### src/rtl/fetch_unit.sv
`default_nettype none
// ============================================================================
// Module      : fetch_unit
// Description : Instruction fetch with a 2-entry queue, credit flow control and
//               redirect flush that drops stale in-flight responses.
// Revision    : 1.0 - initial release
// ============================================================================
module fetch_unit #(
    parameter logic [31:0] RESET_PC = 32'h0000_3000,
    parameter int          QDEPTH   = 2
) (
    input  logic        clk,
    input  logic        rstn,
    output logic        imem_req_valid,
    input  logic        imem_req_ready,
    output logic [31:0] imem_req_addr,
    input  logic        imem_resp_valid,
    input  logic [31:0] imem_resp_data,
    input  logic        redirect_valid,
    input  logic [31:0] redirect_pc,
    output logic        id_valid,
    input  logic        id_ready,
    output logic [31:0] id_instr,
    output logic [31:0] id_pc,
    output logic [31:0] id_pc4
);

    typedef enum logic [1:0] {
        ST_BOOT  = 2'd0,
        ST_RUN   = 2'd1,
        ST_DRAIN = 2'd2
    } state_t;

    localparam logic [31:0] c_nop   = 32'h0000_0013;
    localparam logic [2:0]  c_depth = 3'(QDEPTH);

    state_t      r_state;
    logic [31:0] r_fetch_pc;
    logic [1:0]  r_count;
    logic [1:0]  r_outstanding;
    logic [1:0]  r_discard;
    logic [31:0] r_ra0, r_ra1;
    logic [31:0] r_q0_instr, r_q0_pc, r_q0_pc4;
    logic [31:0] r_q1_instr, r_q1_pc, r_q1_pc4;

    logic        w_pop, w_resp, w_drop, w_push, w_accept;
    logic [2:0]  w_occ;
    logic [1:0]  w_out_next, w_track_level, w_discard_next, w_discard_redir;
    logic [31:0] w_push_pc4;
    logic        w_unused_bits;

    assign id_valid   = (r_count != 2'd0);
    assign id_instr   = r_q0_instr;
    assign id_pc      = r_q0_pc;
    assign id_pc4     = r_q0_pc4;

    assign w_pop      = id_valid && id_ready;
    // Responses with nothing outstanding belong to requests abandoned by reset.
    assign w_resp     = imem_resp_valid && (r_outstanding != 2'd0);
    assign w_drop     = w_resp && (r_discard != 2'd0);
    assign w_push     = w_resp && !w_drop;

    // Occupancy counts stale requests too; a pop this cycle frees its slot.
    assign w_occ          = {1'b0, r_count} + {1'b0, r_outstanding} - {2'b00, w_pop};
    assign imem_req_valid = (r_state != ST_BOOT) && !redirect_valid && (w_occ < c_depth);
    assign imem_req_addr  = r_fetch_pc;
    assign w_accept       = imem_req_valid && imem_req_ready;

    assign w_track_level   = r_outstanding - {1'b0, w_resp};
    assign w_out_next      = w_track_level + {1'b0, w_accept};
    assign w_discard_redir = w_track_level;
    assign w_discard_next  = r_discard - {1'b0, w_drop};
    assign w_push_pc4      = r_ra0 + 32'd4;
    assign w_unused_bits   = &{1'b0, redirect_pc[1:0]};

    always_ff @(posedge clk or negedge rstn) begin
        if (!rstn) begin
            r_state       <= ST_BOOT;
            r_fetch_pc    <= RESET_PC;
            r_count       <= 2'd0;
            r_outstanding <= 2'd0;
            r_discard     <= 2'd0;
            r_ra0         <= '0;
            r_ra1         <= '0;
            r_q0_instr    <= c_nop;
            r_q0_pc       <= '0;
            r_q0_pc4      <= '0;
            r_q1_instr    <= c_nop;
            r_q1_pc       <= '0;
            r_q1_pc4      <= '0;
        end else begin
            // Request-address tracker mirrors the memory and ignores redirects.
            r_outstanding <= w_out_next;
            if (w_resp) begin
                r_ra0 <= r_ra1;
            end
            if (w_accept) begin
                if (w_track_level == 2'd0) begin
                    r_ra0 <= r_fetch_pc;
                end else begin
                    r_ra1 <= r_fetch_pc;
                end
            end

            if (redirect_valid) begin
                r_count    <= 2'd0;
                r_fetch_pc <= {redirect_pc[31:2], 2'b00};
                r_discard  <= w_discard_redir;
                r_state    <= (w_discard_redir != 2'd0) ? ST_DRAIN : ST_RUN;
            end else begin
                if (w_accept) begin
                    r_fetch_pc <= r_fetch_pc + 32'd4;
                end
                r_discard <= w_discard_next;

                case ({w_push, w_pop})
                    2'b10: begin
                        if (r_count == 2'd0) begin
                            r_q0_instr <= imem_resp_data;
                            r_q0_pc    <= r_ra0;
                            r_q0_pc4   <= w_push_pc4;
                        end else begin
                            r_q1_instr <= imem_resp_data;
                            r_q1_pc    <= r_ra0;
                            r_q1_pc4   <= w_push_pc4;
                        end
                        r_count <= r_count + 2'd1;
                    end
                    2'b01: begin
                        r_q0_instr <= r_q1_instr;
                        r_q0_pc    <= r_q1_pc;
                        r_q0_pc4   <= r_q1_pc4;
                        r_count    <= r_count - 2'd1;
                    end
                    2'b11: begin
                        if (r_count == 2'd1) begin
                            r_q0_instr <= imem_resp_data;
                            r_q0_pc    <= r_ra0;
                            r_q0_pc4   <= w_push_pc4;
                        end else begin
                            r_q0_instr <= r_q1_instr;
                            r_q0_pc    <= r_q1_pc;
                            r_q0_pc4   <= r_q1_pc4;
                            r_q1_instr <= imem_resp_data;
                            r_q1_pc    <= r_ra0;
                            r_q1_pc4   <= w_push_pc4;
                        end
                    end
                    default: ;
                endcase

                case (r_state)
                    ST_BOOT:  r_state <= ST_RUN;
                    ST_DRAIN: r_state <= (w_discard_next == 2'd0) ? ST_RUN : ST_DRAIN;
                    default:  r_state <= ST_RUN;
                endcase
            end
        end
    end

endmodule
`default_nettype wire

### config.mk
export PLATFORM = sky130hd
export DESIGN_NAME = fetch_unit
export DESIGN_NICKNAME = d
export VERILOG_FILES = /design/src/rtl/fetch_unit.sv
export SDC_FILE = /design/constraint.sdc
export NUM_CORES = 1
export LEC_CHECK = 0
export BUFFER_PORTS_ARGS = -buffer_cell sky130_fd_sc_hd__buf_2
export CORE_ASPECT_RATIO = 0.9
export CORE_MARGIN = 3
export CORE_UTILIZATION = 50
export DETAILED_ROUTE_END_ITERATION = 10
export PLACE_DENSITY = 0.71
export SYNTH_ARGS = -nofsm -noshare
export SYNTH_HDL_FRONTEND = slang
export SYNTH_SLANG_ARGS = --single-unit
export TNS_END_PERCENT = 1
### constraint.sdc
create_clock -name clk -period 4.45 [get_ports clk]
set_clock_uncertainty 0.2 [all_clocks]
set_input_delay 0.89 -clock clk [delete_from_list [all_inputs] [get_ports clk]]
set_output_delay 0.89 -clock clk [all_outputs]
set_load 0.02 [all_outputs]
==> load_flow_metrics.sql <==
INSERT INTO impl_metrics (metric_group, metric, value, unit) VALUES
('synth', 'synth_top_cells_by_area', 'dfrtp_1 (53%), mux2_2 (8.9%), nand2_1 (6.2%)', ''),
('placement', 'place_worst_setup_slack', '0.608', 'ns'),
('floorplan', 'core_region_area', '0.0256', 'mm²'),
('cts', 'cts_post_setup_buffers_inserted', '0', ''),
('synth', 'top_flip_flop_cell_by_instance_count_after_synthesis', 'dfrtp_1', ''),
('grt', 'vias_in_the_first_global_route', '10100', ''),
('timing', 'hold_ws', '0.174', 'ns'),
('timing', 'worst-slew-pin-transition', '0.887', 'ns'),
('final_layout', 'utilization', '0.606', ''),
('final_layout', 'final-instance-count-excl-fill', '1800', ''),
('pwr', 'pleak', '7.11', 'nW'),
('pwr', 'ir_drop', '0.000372', 'V'),
('timing', 'hold_viol', '0', ''),
('pwr', 'pwr_dens', '678', 'mW/mm²'),
('timing', 'finalSetupTns', '0', 'ns'),
('synth', 'synth.top_cell.area_share', '0.528', ''),
('synth', 'syn-mean-instance-area', '10.4', 'µm²'),
('placement', 'dpl-instance-area', '0.0145', 'mm²'),
('final_layout', 'antenna-diode-count', '0', ''),
('worst_setup_path', 'timing.critical_path.to_type', 'output port', ''),
('worst_setup_path', 'cp_num_cells', '9', ''),
('worst_setup_path', 'crit_path_cell_trace', 'inv_1 > ha_1 > nand2b_1 > nor2_1 > o21ai_0 > fa_1 > o21ai_0 > nor3_1 > buf_2', ''),
('floorplan', 'die_x', '178', 'µm'),
('routing', 'overall_routed_net_length', '32.7', 'mm'),
('worst_setup_path', 'library_cell_appearing_most_often_on_the_critical_path', 'o21ai_0', ''),
('worst_setup_path', 'worst_setup_path_startpoint', 'r_count[0]$_DFFE_PN0P_', ''),
('placement', 'post-place-cells', '1746', ''),
('final_layout', 'postLayoutCellArea', '0.0155', 'mm²'),
('run_status', 'run_status', 'finished clean', ''),
('cts', 'tritoncts', 'built', ''),
('worst_setup_path', 'worst-setup-path-type', 'register to output port', ''),
('timing', 'post-route-min-period', '4.05', 'ns'),
('worst_setup_path', 'critical_path_arrival', '2.96', 'ns'),
('placement', 'buffer_ports.inserted', '195', ''),
('routing', 'wire_per_inst', '18.1', 'µm'),
('cts', 'clock_insertion_delay_worst_skew', '0.55', 'ns'),
('floorplan', 'starting_density_of_the_core', '0.519', ''),
('routing', 'ant_nets', '0', ''),
('timing', 'timing.fmax', '247', 'MHz'),
('synth', 'yosys.area.top_type', 'dfrtp_1', ''),
('worst_setup_path', 'worst_setup_start_kind', 'register', ''),
('synth', 'yosys.cell_count.top_type', 'dfrtp_1', ''),
('placement', 'hpwl', '22.0', 'mm'),
('flow_run', 'drv.max_cap_violation_count', '0', ''),
('grt', 'grt_start_max_net_pins', '111', ''),
('timing', 'worst_path_setup_slack_after_routing', '0.396', 'ns'),
('cts', 'cts_hold_buf', '0', ''),
('floorplan', 'floorplan.die.height', '161', 'µm'),
('worst_setup_path', 'r2r_setup_slack', '0.84', 'ns'),
('final_layout', 'num-nets-final', '1515', ''),
('synth', 'netlist_instances', '1279', ''),
('worst_setup_path', 'timing.rr.end', 'r_ra1[2]$_DFFE_PN0P_', ''),
('synth', 'synth-edff-count', '0', ''),
('cts', 'clk_pin_slew', '0.06', 'ns'),
('pwr', 'finalPower', '10.5', 'mW'),
('worst_setup_path', 'rr_startpoint', 'r_count[0]$_DFFE_PN0P_', ''),
('synth', 'yosysWarningCount', '0', ''),
('cts', 'cts.htree.levels', '1', ''),
('synth', 'post_synth_num_cell_types', '66', ''),
('cts', 'clock_tree.root_cell', 'clkbuf_16', ''),
('grt', 'antenna_violations_before_repair', '1', ''),
('grt', 'overflow', '0', ''),
('cts', 'cts_buffer_depth', '3', ''),
('synth', 'postSynth.asyncResetShare', '1.00', ''),
('worst_setup_path', 'critPathMaxStageDelay', '0.52', 'ns'),
('timing', 'rsz0062_at_grt', 'no', ''),
('synth', 'synth_seq_cells', '288', ''),
('floorplan', 'floorplan_die_area', '0.0285', 'mm²'),
('min_path', 'min_path_type', 'input port to async pin', ''),
('worst_setup_path', 'critPathRequiredTime', '3.36', 'ns'),
('routing', 'avgViaCountPerCell', '5.71', '');
kinds of logic (layout without fill, tap and decap cells):
family,after synthesis,in the layout,synth area share
AO/OA/AOI/OAI,232,232,0.106
XOR/XNOR,42,42,0.0277
adder cells (fa/ha/maj),9,9,0.00905
buffers and inverters,112,290,0.0417
flip-flops,288,288,0.544
multiplexers,140,140,0.115
other,1,2,0.000282
AND/OR/NAND/NOR,455,455,0.156
worst reg2reg max path, stage by stage (launching register included):
cell	delay, ns
dfrtp_1	0.41
inv_1	0.06
ha_1	0.24
nand2b_1	0.18
nor2_1	0.17
o21ai_0	0.14
fa_1	0.44
xor2_1	0.29
nand3_1	0.43
a21oi_2	0.30
buf_12	0.24
mux2_2	0.38
flip-flops by register name, indices dropped and copies added, names as in the netlist:
signal,cells
r_outstanding,2
id_pc,32
r_ra1,30
r_count,2
id_pc4,30
r_state,2
r_q1_instr,32
r_q1_pc,32
imem_req_addr,30
r_discard,2
r_ra0,32
r_q1_pc4,30
id_instr,32
final cells by class:
type | count | area [µm²] | area share
inverters | 18 | 67.6 | 0.00435
multi-input cells | 880 | 5580 | 0.359
clock inverters | 9 | 135 | 0.00870
flip-flops and latches | 288 | 7220 | 0.465
well taps | 342 | 428 | 0.0276
clock buffers | 45 | 867 | 0.0559
repair buffers | 218 | 1230 | 0.0795
report_power, final:
| part | total, mW | switching, mW | internal [mW] | leakage, nW |
|---|---|---|---|---|
| registers | 4.39 | 0.816 | 3.58 | 3.63 |
| logic | 3.62 | 2.17 | 1.44 | 2.99 |
| clock network | 2.52 | 1.00 | 1.51 | 0.493 |
| total | 10.5 | 3.99 | 6.53 | 7.11 |
worst max path at each step:
| stage | slack [ns] | end |
|---|---|---|
| 2_1_floorplan | 0.81 | imem_req_valid |
| 3_5_place_dp | 0.61 | r_ra1[23]$_DFFE_PN0P_ |
| 4_1_cts | 0.37 | imem_req_valid |
| 5_1_grt | 0.15 | imem_req_valid |
| 6_report | 0.40 | imem_req_valid |
| 3_3_place_gp | 0.68 | r_ra1[4]$_DFFE_PN0P_ |
routing by layer:
layer / GRT usage / vias to the layer above / share of wire
met5: 0 / - / 0.00028
met4: 0.0489 / 2 / 0.020
met3: 0.0331 / 46 / 0.066
met2: 0.370 / 338 / 0.47
met1: 0.329 / 5080 / 0.44
li1: - / 4803 / -
cell usage in the layout (no fill, tap or decap), drive strengths merged, types with 34 or more instances in the layout:
cell type    n
a31oi       79
buf        218
clkbuf      45
dfrtp      280
mux2       105
mux2i       35
nand2      221
nand3       34
nor2       123
o21ai       76
Note: power is estimated with default switching activity, not from simulation.
